## src/rtl/clock_pkg.sv

```systemverilog
// clock_pkg: shared constants and helpers for the programmable clock divider.
//   DIV_WIDTH_DEF     default width of the divide-ratio input and period counter
//   MIN_RATIO         smallest period the divider can produce (one high, one low cycle)
//   DEFAULT_RATIO_DEF ratio in force after reset until the first period start
//   eff_ratio()       clamps a requested ratio to at least MIN_RATIO
package clock_pkg;

  localparam int unsigned DIV_WIDTH_DEF     = 8;
  localparam int unsigned MIN_RATIO         = 2;
  localparam int unsigned DEFAULT_RATIO_DEF = 2;

  // Ratios 0 and 1 cannot form a period with both phases, so they behave as 2.
  function automatic int unsigned eff_ratio(input int unsigned r);
    return (r < MIN_RATIO) ? MIN_RATIO : r;
  endfunction

endpackage

```

## src/rtl/period_counter.sv

```systemverilog
// period_counter: modulo-N counter for the clock divider.
//   i_clk        board clock, rising edge
//   i_reset      synchronous active-high reset, returns counter to pre-start
//   i_enable     advance the counter; when low everything holds
//   i_div_ratio  requested period, sampled only when a new period starts
//   o_start      next edge begins a new period (pre-start exit or wrap)
//   o_cnt_nxt    counter value after the next edge
//   o_ratio_nxt  latched (clamped) ratio after the next edge
module period_counter
  import clock_pkg::*;
#(
  parameter int unsigned DIV_WIDTH     = DIV_WIDTH_DEF,
  parameter int unsigned DEFAULT_RATIO = DEFAULT_RATIO_DEF
) (
  input  logic                 i_clk,
  input  logic                 i_reset,
  input  logic                 i_enable,
  input  logic [DIV_WIDTH-1:0] i_div_ratio,
  output logic                 o_start,
  output logic [DIV_WIDTH-1:0] o_cnt_nxt,
  output logic [DIV_WIDTH-1:0] o_ratio_nxt
);

  localparam logic [DIV_WIDTH-1:0] RstRatio = DIV_WIDTH'(eff_ratio(DEFAULT_RATIO));

  // r_started low is the pre-start state: no period is running yet.
  logic                 r_started;
  logic [DIV_WIDTH-1:0] r_cnt;
  logic [DIV_WIDTH-1:0] r_ratio;

  logic                 w_started_nxt;
  logic [DIV_WIDTH-1:0] w_ratio_eff;
  logic                 w_last;

  always_comb begin
    w_ratio_eff   = DIV_WIDTH'(eff_ratio(32'(i_div_ratio)));
    w_last        = (r_cnt == (r_ratio - DIV_WIDTH'(1)));
    w_started_nxt = r_started;
    o_start       = 1'b0;
    o_cnt_nxt     = r_cnt;
    o_ratio_nxt   = r_ratio;
    if (i_enable) begin
      if (!r_started || w_last) begin
        // Period start: the only point where a new ratio may take effect.
        o_start       = 1'b1;
        w_started_nxt = 1'b1;
        o_cnt_nxt     = '0;
        o_ratio_nxt   = w_ratio_eff;
      end else begin
        o_cnt_nxt = r_cnt + DIV_WIDTH'(1);
      end
    end
  end

  always_ff @(posedge i_clk) begin
    if (i_reset) begin
      r_started <= 1'b0;
      r_cnt     <= '0;
      r_ratio   <= RstRatio;
    end else begin
      r_started <= w_started_nxt;
      r_cnt     <= o_cnt_nxt;
      r_ratio   <= o_ratio_nxt;
    end
  end

endmodule

```

## src/rtl/clock_generator.sv

```systemverilog
// clock_generator: synchronous programmable clock divider with rise/fall strobes.
//   clk         board clock, rising edge
//   reset       synchronous active-high reset (priority over enable)
//   enable      low freezes the divider; strobes are forced low
//   div_ratio   requested period of clock in clk cycles (0 and 1 act as 2)
//   clock       registered divided clock, high for floor(N/2) cycles per period
//   rise_pulse  one-cycle strobe on the edge where clock went 0->1
//   fall_pulse  one-cycle strobe on the edge where clock went 1->0
module clock_generator
  import clock_pkg::*;
#(
  parameter int unsigned DIV_WIDTH     = DIV_WIDTH_DEF,
  parameter int unsigned DEFAULT_RATIO = DEFAULT_RATIO_DEF
) (
  input  logic                 clk,
  input  logic                 reset,
  input  logic                 enable,
  input  logic [DIV_WIDTH-1:0] div_ratio,
  output logic                 clock,
  output logic                 rise_pulse,
  output logic                 fall_pulse
);

  logic                 w_start;
  logic [DIV_WIDTH-1:0] w_cnt_nxt;
  logic [DIV_WIDTH-1:0] w_ratio_nxt;
  logic [DIV_WIDTH-1:0] w_high_len;
  logic                 w_clock_nxt;

  logic r_clock;
  logic r_rise;
  logic r_fall;

  period_counter #(
    .DIV_WIDTH    (DIV_WIDTH),
    .DEFAULT_RATIO(DEFAULT_RATIO)
  ) u_period_counter (
    .i_clk      (clk),
    .i_reset    (reset),
    .i_enable   (enable),
    .i_div_ratio(div_ratio),
    .o_start    (w_start),
    .o_cnt_nxt  (w_cnt_nxt),
    .o_ratio_nxt(w_ratio_nxt)
  );

  // Decode from the counter's next state so clock and strobes land on the same
  // edge as the count they describe; the odd extra cycle falls in the low phase.
  always_comb begin
    w_high_len  = w_ratio_nxt >> 1;
    w_clock_nxt = (w_cnt_nxt < w_high_len);
  end

  always_ff @(posedge clk) begin
    if (reset) begin
      r_clock <= 1'b0;
      r_rise  <= 1'b0;
      r_fall  <= 1'b0;
    end else if (enable) begin
      r_clock <= w_clock_nxt;
      // Every period start is a rise because the high phase is never empty.
      r_rise  <= w_start;
      r_fall  <= r_clock & ~w_clock_nxt;
    end else begin
      r_rise <= 1'b0;
      r_fall <= 1'b0;
    end
  end

  assign clock      = r_clock;
  assign rise_pulse = r_rise;
  assign fall_pulse = r_fall;

endmodule

```

## config.mk

```make
export PLATFORM = sky130hd
export DESIGN_NAME = clock_generator
export DESIGN_NICKNAME = d
export VERILOG_FILES = /design/src/rtl/clock_pkg.sv /design/src/rtl/period_counter.sv /design/src/rtl/clock_generator.sv
export SDC_FILE = /design/constraint.sdc
export NUM_CORES = 1
export LEC_CHECK = 0
export ABC_CLOCK_PERIOD_IN_PS = 5250
export BUFFER_PORTS_ARGS = -buffer_cell sky130_fd_sc_hd__buf_2
export CORE_ASPECT_RATIO = 2
export CORE_MARGIN = 5
export CORE_UTILIZATION = 42
export DETAILED_ROUTE_END_ITERATION = 12
export GPL_TIMING_DRIVEN = 0
export HOLD_SLACK_MARGIN = 0.06
export PLACE_DENSITY_LB_ADDON = 0.08
export SYNTH_ARGS = -nofsm -noshare
export SYNTH_HDL_FRONTEND = slang
export SYNTH_HIERARCHICAL = 1
export SYNTH_SLANG_ARGS = --single-unit
export TNS_END_PERCENT = 1
```

## constraint.sdc

```tcl
create_clock -name clk -period 5.25 [get_ports clk]
set_input_delay 0.2625 -clock clk [delete_from_list [all_inputs] [get_ports clk]]
set_output_delay 0.2625 -clock clk [all_outputs]
set_load 0.1 [all_outputs]
```

==> Implementation_results.wiki <==
{| class="wikitable"
! Metric !! Value
|-
| Run status || completed
|-
| Total inserted antenna cells || 0
|-
| Post-Syn Area per Cell || 7.90 um2
|-
| R2R setup slack || approximately 1.5 ns
|-
| Number of sinks handled by clock tree synthesis || 20
|-
| Overflow after GRT || 0
|-
| Synthesized area || about 1300 um2
|-
| Global-route wire length before repair || between 5000 and 6000 um
|-
| CP Class || flip-flop to flip-flop
|-
| Worst max-slew margin expressed relative to the limit || between 30% and 40%
|-
| WP data required || 5.41 ns
|-
| Net switching power || 0.134 mW
|-
| Max Freq || 269 MHz
|-
| Chip Height || 89.2 um
|-
| Data arrival time of the critical path || 3.87 ns
|-
| Mean number of vias per cell || approximately 5.9
|-
| Total length of routed wires || about 3500 um
|-
| Nature of the critical path endpoint || flip-flop
|-
| Final setup TNS || 0 ns
|-
| Layout cells sized above 1 || between 15 and 20%
|-
| Core occupancy in the finished layout || roughly half
|-
| Overall routing resource usage || about 17%
|-
| Power share of the clock group || 29.3%
|-
| Critical Path Source Type || flip-flop
|-
| Yosys warning count || 6
|-
| Net count of the finished layout || ~200
|-
| Startpoint of the lowest-slack register-to-register path || u_period_counter/r_ratio[0]
|-
| Placed wire-length estimate || ~2800 um
|-
| Initial Utilization || a little over two fifths
|-
| Count of pins over their slew limit || 0
|-
| Unrepaired setup endpoints after global routing || false
|-
| Internal Dissipation || about 0.27 mW
|-
| Count of input and output buffers || 13
|-
| Pleak || between 0.6 and 0.7 nW
|-
| Total number of placement rows || 28
|-
| Hold-fix buffers at CTS || 0
|-
| Total vias in the final route || 1270
|-
| Number of buffers inserted during clock tree synthesis || 3
|-
| Length of the first detailed-routing pass in iterations || 4
|-
| Worst Skew || between 0.003 and 0.004 ns
|-
| Logic depth of the worst register-to-register path || 14
|-
| CP Max Fanout || 10
|-
| Post-place setup slack || about 1.6 ns
|-
| Portion of total power attributed to sequential cells || 42.0%
|-
| Pin count of the biggest net entering global routing || 12
|-
| CTS resizes || 0
|-
| Worst R2R End || fall_pulse
|-
| Antenna violations before repair || 0
|-
| Detailed router's first-iteration violation count || 42
|-
| Final hold viol count || 0
|-
| Post-route setup slack || roughly 1.5 ns
|-
| Syn Nets || 186
|-
| Io pins || 14
|-
| Core box area || between 3000 and 4000 um2
|-
| # H-tree levels || 1
|-
| Clock insertion delay at the later pin of the skew report || 0.26 ns
|-
| Hold Path Class || primary input to flip-flop
|-
| Width of the die || between 40 and 50 um
|-
| Per-cell routed wire length || around 16 um
|-
| WHS Path Cells || 3
|-
| Share of the clock period used by the worst path || ~70%
|-
| Final ANT Viol Nets || 0
|-
| Worst hold slack after final layout || approximately 0.29 ns
|-
| Syn Inst Count || ~170
|-
| Min Tclk post-route || roughly 3.7 ns
|-
| CTS Root Buffer Type || sky130_fd_sc_hd__clkbuf_8
|-
| Via count of the first global-routing pass || about 1300
|-
| Number of buffers inserted to repair setup after CTS || 0
|-
| RD Place Congestion || 0.874
|-
| Final standard cell count with taps included and fillers excluded || between 200 and 250
|-
| Max Root-Sink Buffers || 2
|-
| Worst hold endpoint || u_period_counter/r_ratio[2]
|-
| Post-CTS clock slew at the launch and capture registers of the worst setup and hold paths || roughly 0.080 ns
|-
| Worst IR Drop VDD || roughly 0.16 mV
|-
| Fraction of power consumed by combinational cells || 28.8%
|-
| Layout area overhead || 12.0%
|-
| Total Die Area || between 4000 and 5000 um2
|-
| DRC Markers || 0
|-
| Clock tree from TritonCTS || yes
|-
| Number of maximum-capacitance violations || 0
|-
| Switching fraction of total power || ~33%
|-
| Power density normalized to cell area || 274 nW/um2
|-
| Start point of the worst hold path || div_ratio[2]
|-
| Cell count after placement || 210
|-
| Setup violations, final || 0
|-
| Transition time at the pin with the least slew margin || between 0.9 and 1 ns
|}
[worst max path at each step]
stage                                     start    endpoint  slack (ns)  depth (start not counted)
floorplan           u_period_counter/r_ratio[2]  fall_pulse        1.96                         12
global placement    u_period_counter/r_ratio[0]  fall_pulse        1.61                         14
detailed placement  u_period_counter/r_ratio[0]  fall_pulse        1.56                         14
CTS                 u_period_counter/r_ratio[0]  fall_pulse        1.53                         14
global route        u_period_counter/r_ratio[0]  fall_pulse        1.23                         14
finish              u_period_counter/r_ratio[0]  fall_pulse        1.54                         14
[power by group through the flow]
| stage | logic, mW | registers (mW) | clock network, mW |
|---|---|---|---|
| after floorplan | 0.0796 | 0.182 | 0 |
| after global placement | 0.114 | 0.174 | 0 |
| after detailed placement | 0.116 | 0.174 | 0 |
| after CTS | 0.116 | 0.170 | 0.122 |
| after global routing | 0.129 | 0.172 | 0.127 |
| final | 0.116 | 0.170 | 0.118 |
[metal layers]
metal  part of all wire (%)  vias up  GRT usage [%]
met5                      0        -              0
li1                       -      634              -
met3                    2.7       13           2.67
met1                     39      591           18.1
met4                    3.8        0           8.59
met2                     55       32           31.7
[sequential cells by signal, indices dropped and copies added (netlist names)]
name,count
rise_pulse,1
u_period_counter/r_cnt,8
clock,1
u_period_counter/r_started,1
fall_pulse,1
u_period_counter/r_ratio,8
[cell usage in the layout (no fill, tap or decap), types with 2 or more instances in the layout]
cell type,n
sky130_fd_sc_hd__dfxtp_1,20
sky130_fd_sc_hd__nand4_1,2
sky130_fd_sc_hd__xnor2_1,6
sky130_fd_sc_hd__a211oi_1,2
sky130_fd_sc_hd__o211a_1,2
sky130_fd_sc_hd__nor2_1,13
sky130_fd_sc_hd__o21ai_0,10
sky130_fd_sc_hd__clkbuf_1,4
sky130_fd_sc_hd__nand2_1,13
sky130_fd_sc_hd__nor4_1,2
sky130_fd_sc_hd__nor3_1,11
sky130_fd_sc_hd__or2_2,2
sky130_fd_sc_hd__clkbuf_8,4
sky130_fd_sc_hd__buf_2,14
sky130_fd_sc_hd__inv_1,13
sky130_fd_sc_hd__a311oi_1,2
sky130_fd_sc_hd__a21o_1,2
sky130_fd_sc_hd__a21oi_1,10
sky130_fd_sc_hd__ha_1,8
sky130_fd_sc_hd__xor2_1,6
sky130_fd_sc_hd__nand3_1,10
sky130_fd_sc_hd__a31oi_1,2
sky130_fd_sc_hd__nand2b_1,3
[worst max-delay path: stages (launching register included)]
cell and delay, ns:
sky130_fd_sc_hd__dfxtp_1 0.45, sky130_fd_sc_hd__inv_1 0.09, sky130_fd_sc_hd__ha_1 0.31, sky130_fd_sc_hd__xor2_1 0.14
sky130_fd_sc_hd__o221ai_1 0.13, sky130_fd_sc_hd__a311o_1 0.30, sky130_fd_sc_hd__o31a_1 0.24, sky130_fd_sc_hd__clkbuf_1 0.23
sky130_fd_sc_hd__nor2_2 0.35, sky130_fd_sc_hd__buf_2 0.28, sky130_fd_sc_hd__nor2_1 0.09, sky130_fd_sc_hd__ha_1 0.34
sky130_fd_sc_hd__a211oi_1 0.33, sky130_fd_sc_hd__nand2_1 0.09, sky130_fd_sc_hd__o211a_1 0.22
[final cells by class]
type	count	area [um2]
plain buffers	6	31.3
inverters	13	48.8
flip-flops and latches	20	400
well taps	30	37.5
clock buffers	4	55.1
repair buffers	13	65.1
fillers	315	1540
multi-input cells	128	838
[stage by stage]
stage               cell area (um2)  total power [mW]
detailed placement             1420             0.290
global placement               1420             0.287
global route                   1480             0.428
finish                         1480             0.405
CTS                            1480             0.408
floorplan                      1320             0.261
Power figures use the tool's default switching activity.
